[src/rtl/counter_timer_arbiter_if.sv]
// Request/grant bus between NREQ timed-interval requesters and the shared counter arbiter.
// Latency: none (pure signal bundle).
// Backpressure: a requester holds req_valid until req_ready; the arbiter accepts one at a time.
//
// Ports (signals):
//   req_valid [NREQ]      per-requester request
//   req_len   [NREQ*CW]   packed lengths, requester i at [i*CW +: CW]
//   req_ready [NREQ]      one-hot grant (combinational)
//   abort                 cancel the interval in progress
//   done      [NREQ]      one-cycle completion pulse to the owner
//   busy                  interval in progress (RUN or DONE)
//   owner     [IW]        current or last granted requester
//   cnt_q     [CW]        shared counter value
interface counter_timer_arbiter_if #(
  parameter int NREQ = 4,
  parameter int CW   = 3,
  parameter int IW   = $clog2(NREQ)
);
  logic [NREQ-1:0]    req_valid;
  logic [NREQ*CW-1:0] req_len;
  logic [NREQ-1:0]    req_ready;
  logic               abort;
  logic [NREQ-1:0]    done;
  logic               busy;
  logic [IW-1:0]      owner;
  logic [CW-1:0]      cnt_q;

  // Requester side.
  modport master (
    output req_valid, req_len, abort,
    input  req_ready, done, busy, owner, cnt_q
  );

  // Arbiter side.
  modport slave (
    input  req_valid, req_len, abort,
    output req_ready, done, busy, owner, cnt_q
  );
endinterface

[src/rtl/counter_timer_arbiter.sv]
// Round-robin arbiter that lends one CW-bit up-counter to NREQ requesters for timed intervals.
// Latency: grant in the request cycle; RUN lasts len+1 cycles; done pulses the cycle after RUN.
// Backpressure: req_ready only in IDLE, one requester at a time; others wait holding req_valid.
//
// Ports:
//   i_clk   rising-edge clock
//   i_rst   synchronous active-high reset
//   bus     counter_timer_arbiter_if.slave (request/grant, abort, done, status, counter value)
module counter_timer_arbiter #(
  parameter int NREQ = 4,
  parameter int CW   = 3
) (
  input  logic                   i_clk,
  input  logic                   i_rst,
  counter_timer_arbiter_if.slave bus
);
  localparam int IW = $clog2(NREQ);

  typedef enum logic [1:0] {
    ST_IDLE = 2'd0,
    ST_RUN  = 2'd1,
    ST_DONE = 2'd2
  } state_t;

  state_t          r_state;
  state_t          w_state_nxt;
  logic [CW-1:0]   r_cnt;
  logic [CW-1:0]   r_target;
  logic [IW-1:0]   r_owner;
  logic [IW-1:0]   r_last_grant;

  logic            w_grant_vld;
  logic [IW-1:0]   w_grant_idx;
  logic [IW-1:0]   w_scan;
  logic [CW-1:0]   w_len_sel;
  logic [NREQ-1:0] w_ready;
  logic [NREQ-1:0] w_done;
  logic            w_at_target;

  assign w_at_target = (r_cnt == r_target);

  // Round-robin search: start just after the last granted index and wrap.
  always_comb begin
    w_grant_vld = 1'b0;
    w_grant_idx = '0;
    w_scan      = '0;
    for (int k = 1; k <= NREQ; k++) begin
      w_scan = IW'((int'(r_last_grant) + k) % NREQ);
      if (!w_grant_vld && bus.req_valid[w_scan]) begin
        w_grant_vld = 1'b1;
        w_grant_idx = w_scan;
      end
    end
  end

  // Length of the winning requester, selected with constant slices.
  always_comb begin
    w_len_sel = '0;
    for (int i = 0; i < NREQ; i++) begin
      if (w_grant_idx == IW'(i)) begin
        w_len_sel = bus.req_len[i*CW +: CW];
      end
    end
  end

  // Grant and done decode; both masked during reset so nothing handshakes or completes then.
  // abort in DONE suppresses the pulse in the same cycle.
  always_comb begin
    w_ready = '0;
    w_done  = '0;
    for (int i = 0; i < NREQ; i++) begin
      w_ready[i] = !i_rst && (r_state == ST_IDLE) && w_grant_vld && (w_grant_idx == IW'(i));
      w_done[i]  = !i_rst && (r_state == ST_DONE) && !bus.abort && (r_owner == IW'(i));
    end
  end

  // Next-state logic.
  always_comb begin
    w_state_nxt = r_state;
    case (r_state)
      ST_IDLE: begin
        if (w_grant_vld) begin
          w_state_nxt = ST_RUN;
        end
      end
      ST_RUN: begin
        if (bus.abort) begin
          w_state_nxt = ST_IDLE;
        end else if (w_at_target) begin
          w_state_nxt = ST_DONE;
        end
      end
      ST_DONE: begin
        w_state_nxt = ST_IDLE;
      end
      default: begin
        w_state_nxt = ST_IDLE;
      end
    endcase
  end

  always_ff @(posedge i_clk) begin
    if (i_rst) begin
      r_state <= ST_IDLE;
    end else begin
      r_state <= w_state_nxt;
    end
  end

  // Counter, captured length and ownership bookkeeping.
  always_ff @(posedge i_clk) begin
    if (i_rst) begin
      r_cnt        <= '0;
      r_target     <= '0;
      r_owner      <= '0;
      r_last_grant <= IW'(NREQ - 1);
    end else begin
      case (r_state)
        ST_IDLE: begin
          if (w_grant_vld) begin
            r_target <= w_len_sel;
            r_owner  <= w_grant_idx;
            r_cnt    <= '0;
          end
        end
        ST_RUN: begin
          if (bus.abort) begin
            r_cnt        <= '0;
            r_last_grant <= r_owner;
          end else if (!w_at_target) begin
            r_cnt <= r_cnt + 1'b1;
          end
        end
        ST_DONE: begin
          r_last_grant <= r_owner;
          if (bus.abort) begin
            r_cnt <= '0;
          end
        end
        default: begin
          r_cnt <= '0;
        end
      endcase
    end
  end

  assign bus.req_ready = w_ready;
  assign bus.done      = w_done;
  assign bus.busy      = (r_state != ST_IDLE);
  assign bus.owner     = r_owner;
  assign bus.cnt_q     = r_cnt;

endmodule

[src/flat_wrapper.sv]
// flat-port wrapper written by rule: the top's interface ports become plain ports
module counter_timer_arbiter_flat 
#(
  parameter int NREQ = 4,
  parameter int CW   = 3
)
  (i_clk, i_rst, bus_req_valid, bus_req_len, bus_abort, bus_req_ready, bus_done, bus_busy, bus_owner, bus_cnt_q);
  counter_timer_arbiter_if #(.NREQ(NREQ), .CW(CW)) bus_i ();
  input  logic i_clk;
  input  logic i_rst;
  input wire logic [$bits(bus_i.req_valid)-1:0] bus_req_valid;
  input wire logic [$bits(bus_i.req_len)-1:0] bus_req_len;
  input wire logic [$bits(bus_i.abort)-1:0] bus_abort;
  output wire logic [$bits(bus_i.req_ready)-1:0] bus_req_ready;
  output wire logic [$bits(bus_i.done)-1:0] bus_done;
  output wire logic [$bits(bus_i.busy)-1:0] bus_busy;
  output wire logic [$bits(bus_i.owner)-1:0] bus_owner;
  output wire logic [$bits(bus_i.cnt_q)-1:0] bus_cnt_q;
  assign bus_i.req_valid = bus_req_valid;
  assign bus_i.req_len = bus_req_len;
  assign bus_i.abort = bus_abort;
  assign bus_req_ready = bus_i.req_ready;
  assign bus_done = bus_i.done;
  assign bus_busy = bus_i.busy;
  assign bus_owner = bus_i.owner;
  assign bus_cnt_q = bus_i.cnt_q;
  counter_timer_arbiter #(.NREQ(NREQ), .CW(CW)) u_core (.i_clk(i_clk), .i_rst(i_rst), .bus(bus_i));
endmodule
[config.mk]
export PLATFORM = sky130hd
export DESIGN_NAME = counter_timer_arbiter_flat
export DESIGN_NICKNAME = d
export VERILOG_FILES = /design/src/rtl/counter_timer_arbiter_if.sv /design/src/rtl/counter_timer_arbiter.sv /design/src/flat_wrapper.sv
export SDC_FILE = /design/constraint.sdc
export NUM_CORES = 1
export LEC_CHECK = 0
export CAP_MARGIN = 10
export CORE_ASPECT_RATIO = 0.6
export CORE_MARGIN = 4
export CORE_UTILIZATION = 34
export CTS_BUF_LIST = sky130_fd_sc_hd__clkbuf_16
export DETAILED_ROUTE_END_ITERATION = 6
export GPL_ROUTABILITY_DRIVEN = 0
export GPL_TIMING_DRIVEN = 1
export PLACE_DENSITY = 0.65
export SLEW_MARGIN = 5
export SYNTH_ARGS = -nofsm -noshare
export SYNTH_HDL_FRONTEND = slang
export SYNTH_SLANG_ARGS = --single-unit
[constraint.sdc]
create_clock -name i_clk -period 2.1 [get_ports i_clk]
set_input_delay 0.21 -clock i_clk [delete_from_list [all_inputs] [get_ports i_clk]]
set_output_delay 0.21 -clock i_clk [all_outputs]
set_load 0.05 [all_outputs]
==> metrics.md, run 1 <==
| Metric | Value |
|---|---|
| Status | complete, no violations |
| WS Path Type | input pin to primary output |
| Post-Syn Area per Cell | between 9 and 10 um2 |
| Post-synth net total | 106 |
| Fin crit period | about 2000 ps |
| Row count | 13 |
| CTS max path bufs | 2 |
| Synth Warn # | 0 |
| Port Buffers | 32 |
| First-pass GRT wire length | approximately 3800 um |
| Count of pins over their slew limit | 0 |
| Post-DP HPWL | between 1500 and 2000 um |
| Final Non-Filler Cells | 160 |
| Slowest cell on crit path | clkdlybuf4s50_1 |
| Cell Area, Synth | around 830 um2 |
| Mapped Cells | 86 |
| Crit path capture type | primary output |
| Final worst path period share | 0.973 |
| Remaining Overflow, GRT | 0 |
| Initial antenna violation count | 0 |
| Max incr delay on CP | ~470 ps |
| Worst EP required | approximately 1900 ps |
| Fin. Hold Viols | 0 |
| Leak | 0.613 nW |
| Vias in the first global route | between 800 and 900 |
| Number of H-tree levels | 1 |
| 1st-pass router iterations | 4 |
| Die area | roughly 3300 um2 |
| Clk Latency, worst-skew pair | about 240 ps |
| Fillers | between 150 and 200 |
| # setup viols final | 0 |
| Top post-synthesis cells by area | dfxtp_1, mux4_1, mux2i_1 |
| Routed Antenna Nets | 0 |
| Violation count after the first detailed-routing iteration | 36 |
| Rel. slew slack | 0.659 |
| CTS tree | done |
| Reg clk slew, reported paths | about 40 ps |
| Hold Path Class | input pin to flop |
| Critical path cell sequence | clkdlybuf4s50_1 > nor2_1 > nor2_2 > a221oi_4 > buf_4 > and3b_2 > buf_12 |
| Die W | 71.8 um |
| RSZ-0062 raised after global routing | false |
| Via density | 4.89 |
| Critical path data arrival time | approximately 1800 ps |
| Die height | roughly 46 um |
| Max Cap Violations | 0 |
| Ports | 33 |
| Achievable Freq | 489 MHz |
| Post-layout util | 0.637 |
| Ys flop type | dfxtp_1 |
| Layout cell share with drive strength beyond 1 | 0.285 |
| Total CTS buffers | 3 |
| Pin count of the biggest net entering global routing | 15 |
| Area grow syn2layout | 72.1% |
| Post-Route WL | roughly 2300 um |
| Worst Skew | approximately 6.7 ps |
| DR WL/cell | 14.6 um |
| Peak supply drop | between 0.2 and 0.3 mV |
| Initial Utilization | 0.370 |
| Antenna cells | 0 |
| Crit path max fanout | 5 |
| Gr usage total | 0.154 |
| Post-synth EDFFs | 0 |
| Cell Count Post-Placement | 154 |
| Yosys reg bits | 12 |
| Synth top area share | 0.289 |
| Core ar. | 2240 um2 |
| Power per cell area | around 700 nW/um2 |
| Async SR Flop Fraction | 0 |
| Total number of vias | between 700 and 800 |
| Final #Nets | 151 |
| Yosys top cell by area | dfxtp_1 |
| Post-synthesis sequential area ratio | 0.289 |
| Startpoint Class | input pin |
| Sink Count | 12 |
| Remaining DRCs | 0 |
| Distinct cells, synth | 41 |
| Root buf cell | clkbuf_16 |
| Worst-margin pin slew | between 500 and 600 ps |
-- sequential cells by signal, summed over array words and instances, names as in the netlist --
| signal | count |
|---|---|
| u_core.bus.owner | 2 |
| u_core.r_target | 3 |
| u_core.r_state | 2 |
| u_core.r_last_grant | 2 |
| u_core.bus.cnt_q | 3 |
-- metal layers --
metal,global-route usage,part of all wire,vias up
met2,0.237,0.45,29
met3,0.0610,0.076,0
met4,0.0637,0,0
met5,0,0,-
met1,0.194,0.48,353
li1,-,-,400
-- report_power, final --
group	leakage [nW]	switching, mW	internal (mW)	total [mW]
clock network	0.0385	0.103	0.251	0.355
logic	0.475	0.181	0.184	0.365
registers	0.0986	0.0298	0.253	0.283
total	0.613	0.315	0.688	1.00
-- cells by family after synthesis --
logic type               synth area share
AND/OR/NAND/NOR                     0.292
AO/OA/AOI/OAI                       0.151
flip-flops                          0.289
multiplexers                        0.167
buffers and inverters              0.0437
XOR/XNOR                           0.0422
adder cells (fa/ha/maj)            0.0151
-- cell type report --
class,count,area [um2],share of cell area
clock buffers,3,75.1,0.0525
repair buffers,42,470,0.329
flip-flops and latches,12,240,0.168
inverters,5,18.8,0.0131
clock inverters,1,3.75,0.00262
well taps,30,37.5,0.0262
multi-input cells,67,584,0.409
-- synth_stat cells, types with 2 or more instances --
| master | number |
|---|---|
| nand3_1 | 2 |
| and2b_2 | 3 |
| a22o_1 | 3 |
| and3_1 | 2 |
| nand2b_1 | 3 |
| nor4_1 | 2 |
| a21oi_1 | 2 |
| mux4_1 | 3 |
| nor2_1 | 10 |
| mux2i_1 | 6 |
| dfxtp_1 | 12 |
| nand2_1 | 4 |
| xnor2_1 | 3 |
| inv_1 | 4 |
-- layout by cell type, fill, tap and decap left out, types with 2 or more instances in the layout --
master	synthesis	layout
buf_4	0	10
mux4_1	3	3
and2b_2	3	3
nand3_1	2	2
dfxtp_1	12	12
nor2_4	1	2
mux2i_1	6	6
xnor2_1	3	3
nand2b_1	3	3
nor2_1	10	9
clkdlybuf4s50_1	0	21
inv_1	4	4
buf_12	0	7
and3_1	2	2
dlymetal6s2s_1	0	2
nand2_1	4	4
a21oi_1	2	2
clkbuf_16	0	3
a22o_1	3	3
-- critical path: cells and delay by family --
kind	cells	cell delay, ps
and+or+nand+nor	3	450
AOI/OAI and AO/OA	1	370
buffers and inverters	3	800
-- through the flow --
stage	TNS (ps)	hold slack, ps	setup slack [ps]	total power [mW]	area (um2)
5_1_grt	0	613	2.93	1.05	1430
3_3_place_gp	-301	549	-79.8	0.627	1320
2_1_floorplan	0	480	56.3	0.505	853
4_1_cts	0	560	3.39	0.998	1410
3_5_place_dp	-791	543	-185	0.635	1320
6_report	0	542	56.6	1.00	1430
-- worst paths after layout --
| kind | slack (ps) | start | to | depth (start not counted) |
|---|---|---|---|---|
| min reg2reg | 570 | u_core.bus.owner[0] | u_core.r_last_grant[0] | 2 |
| min | 540 | bus_req_valid[2] | u_core.bus.owner[0] | 4 |
| max | 60 | bus_req_valid[0] | bus_req_ready[0] | 7 |
| max reg2reg | 180 | u_core.r_last_grant[0] | u_core.r_target[2] | 4 |
-- what timing repair did --
action,4_1_cts,5_1_grt
endpoints found under the setup margin,4,3
hold buffers,0,0
gates cloned,0,0
pin swaps,0,1
setup buffers,0,2
resized for setup,2,3
Power figures use the tool's default switching activity.
==> inputs of run 2 (changes only) <==
- GPL_TIMING_DRIVEN: 1 -> 0
==> run 2 against run 1 <==
Effect of this change:
- clock power shrank 2%
- register-to-register slack hardly changed
- design area down 5.9%
- die area unchanged
- combinational power shrank 2%
- non-clock buffer count decreased by 3
- sequential power is essentially flat
- global-route usage shrank 3.0 points
- critical path type is now flop to primary output
==> metrics.md, run 2 (same netlist as run 1, synthesis figures left out) <==
| Metric | Value |
|---|---|
| Root buf cell | clkbuf_16 |
| DR WL/cell | about 13 um |
| Port Buffers | 32 |
| Reg-to-reg endpoint | u_core.r_target[2] |
| Number of H-tree levels | 1 |
| Rel. slew slack | 0.658 |
| Initial Utilization | 0.370 |
| CTS tree | done |
| R2r startpoint | u_core.r_last_grant[0] |
| Sink Count | 12 |
| Global-route layer with the greatest usage | met1 |
| Met3 Track Usage GR | 0.0501 |
| Count of pins over their slew limit | 0 |
| Vias in the first global route | 650 |
| Commonest non-fill, non-tap cells in the layout | clkdlybuf4s50_1, dfxtp_1, nor2_1 |
| Antenna cells | 0 |
| Pin count of the biggest net entering global routing | 11 |
| First-pass GRT wire length | ~3200 um |
| Setup TNS Final | 0 ps |
| Total CTS buffers | 3 |
| Worst R2R Path Depth | 5 |
| Ports | 33 |
| Layout cell share with drive strength beyond 1 | 0.283 |
| Die W | roughly 72 um |
| Max Cap Violations | 0 |
| Post-Route WL | 2020 um |
| Most common cell after layout, fill and taps aside | clkdlybuf4s50_1 |
| Buf/Inv on CP | 2 |
| CTS max path bufs | 2 |
| Pre-CTS WS | -749 ps |
| Row count | 13 |
| Final #Nets | between 100 and 150 |
| Worst Skew | 3.93 ps |
| Critical path data arrival time | between 1500 and 2000 ps |
| WS Path Type | flop to primary output |
| Clk Latency, worst-skew pair | 240 ps |
| Fin. Hold Viols | 0 |
| Setup ws final | roughly 50 ps |
| Power per cell area | 733 nW/um2 |
| Reg clk slew, reported paths | 40 ps |
| Hold Path Class | flop to flop |
| Total number of vias | between 700 and 800 |
| Post-layout util | 0.600 |
| Routed Antenna Nets | 0 |
| Reg2reg setup slack | ~190 ps |
| Final worst path period share | 0.976 |
| Crit path max fanout | 9 |
| Gr usage total | 0.125 |
| Post-DP HPWL | roughly 1500 um |
| Core ar. | between 2000 and 2500 um2 |
| Initial antenna violation count | 0 |
| Max incr delay on CP | roughly 350 ps |
| Remaining DRCs | 0 |
| Status | complete, no violations |
| Slowest cell on crit path | dfxtp_2 |
| WHS Path Cells | 2 |
| # setup viols final | 0 |
| Critical hold path startpoint | u_core.bus.owner[0] |
| Worst EP required | 1890 ps |
| Leak | 0.561 nW |
| 1st-pass router iterations | 4 |
| Area grow syn2layout | 62.0% |
| Remaining Overflow, GRT | 0 |
| Global routing usage on met1 | 0.183 |
| Crit path capture type | primary output |
| Hold endpoint | u_core.bus.owner[0] |
| Worst-margin pin slew | 513 ps |
| Critical path cell sequence | or2_1 > or2_2 > clkbuf_8 > nor2_4 > and3b_2 > buf_6 |
| Achievable Freq | 488 MHz |
| Crit path max-delay family | simple AND/OR/NAND/NOR gates |
| Violation count after the first detailed-routing iteration | 40 |
| Fin crit period | 2050 ps |
| Peak supply drop | 0.359 mV |
| Met2 Use GR | 0.168 |
| Die area | between 3000 and 4000 um2 |
| Via density | slightly below 5 |
| Die height | around 46 um |
| Startpoint Class | flop |
[run 2: cell count changes in the layout (fill, tap and decap cells not counted), sizes merged]
cell           delta
buf               -9
clkdlybuf4s50     +2
dlymetal6s2s      -2
clkbuf            +6
[run 2: through the flow]
step | cells | total power, mW | hold WS (ps) | instance area, um2
final | 157 | 0.987 | 558 | 1350
after global routing | 157 | 1.03 | 595 | 1350
after CTS | 155 | 0.976 | 556 | 1330
after detailed placement | 148 | 0.604 | 559 | 1210
after global placement | 148 | 0.601 | 544 | 1210
after floorplan | 86 | 0.505 | 480 | 853
[run 2: per-layer routing]
metal  routed length (um)  share of wire
met5                    0              0
met4                    5         0.0025
met3                  143          0.071
met2                  822           0.41
met1                 1050           0.52
[run 2: what timing repair did]
| action | CTS | global route |
|---|---|---|
| hold endpoints to repair | 0 | 0 |
| endpoints found under the setup margin | 11 | 7 |
| gates resized for setup | 35 | 10 |
| pin swaps | 2 | 2 |
| hold buffers | 0 | 0 |
| buffers inserted | 3 | 2 |
[run 2: cell type report]
class	instances	area (um2)
Timing Repair Buffer	37	352
Multi-Input combinational cell	67	601
Sequential cell	12	241
Buffer	2	17.5
Clock buffer	3	75.1
Inverter	5	18.8
Clock inverter	1	3.75
Fill cell	195	898
Tap cell	30	37.5
[run 2: how the worst max path moves through the flow]
stage	from	to	slack, ps	depth (start not counted)
after floorplan	u_core.r_state[0]	bus_req_ready[1]	60	4
after global placement	bus_req_valid[1]	bus_req_ready[2]	-750	6
after detailed placement	bus_req_valid[1]	bus_req_ready[2]	-750	6
after CTS	i_rst	bus_done[2]	2	4
after global routing	u_core.r_state[0]	bus_req_ready[0]	-3	6
final	u_core.r_state[0]	bus_req_ready[0]	50	6
[run 2: where the power goes]
group | switching (mW) | internal (mW) | total (mW)
combinational | 0.177 | 0.179 | 0.356
clock | 0.0974 | 0.251 | 0.348
sequential | 0.0293 | 0.254 | 0.283
[run 2: worst min-delay path: stages (launching register included)]
cell and delay (ps):
dfxtp_1 330, inv_1 90, a221oi_1 80
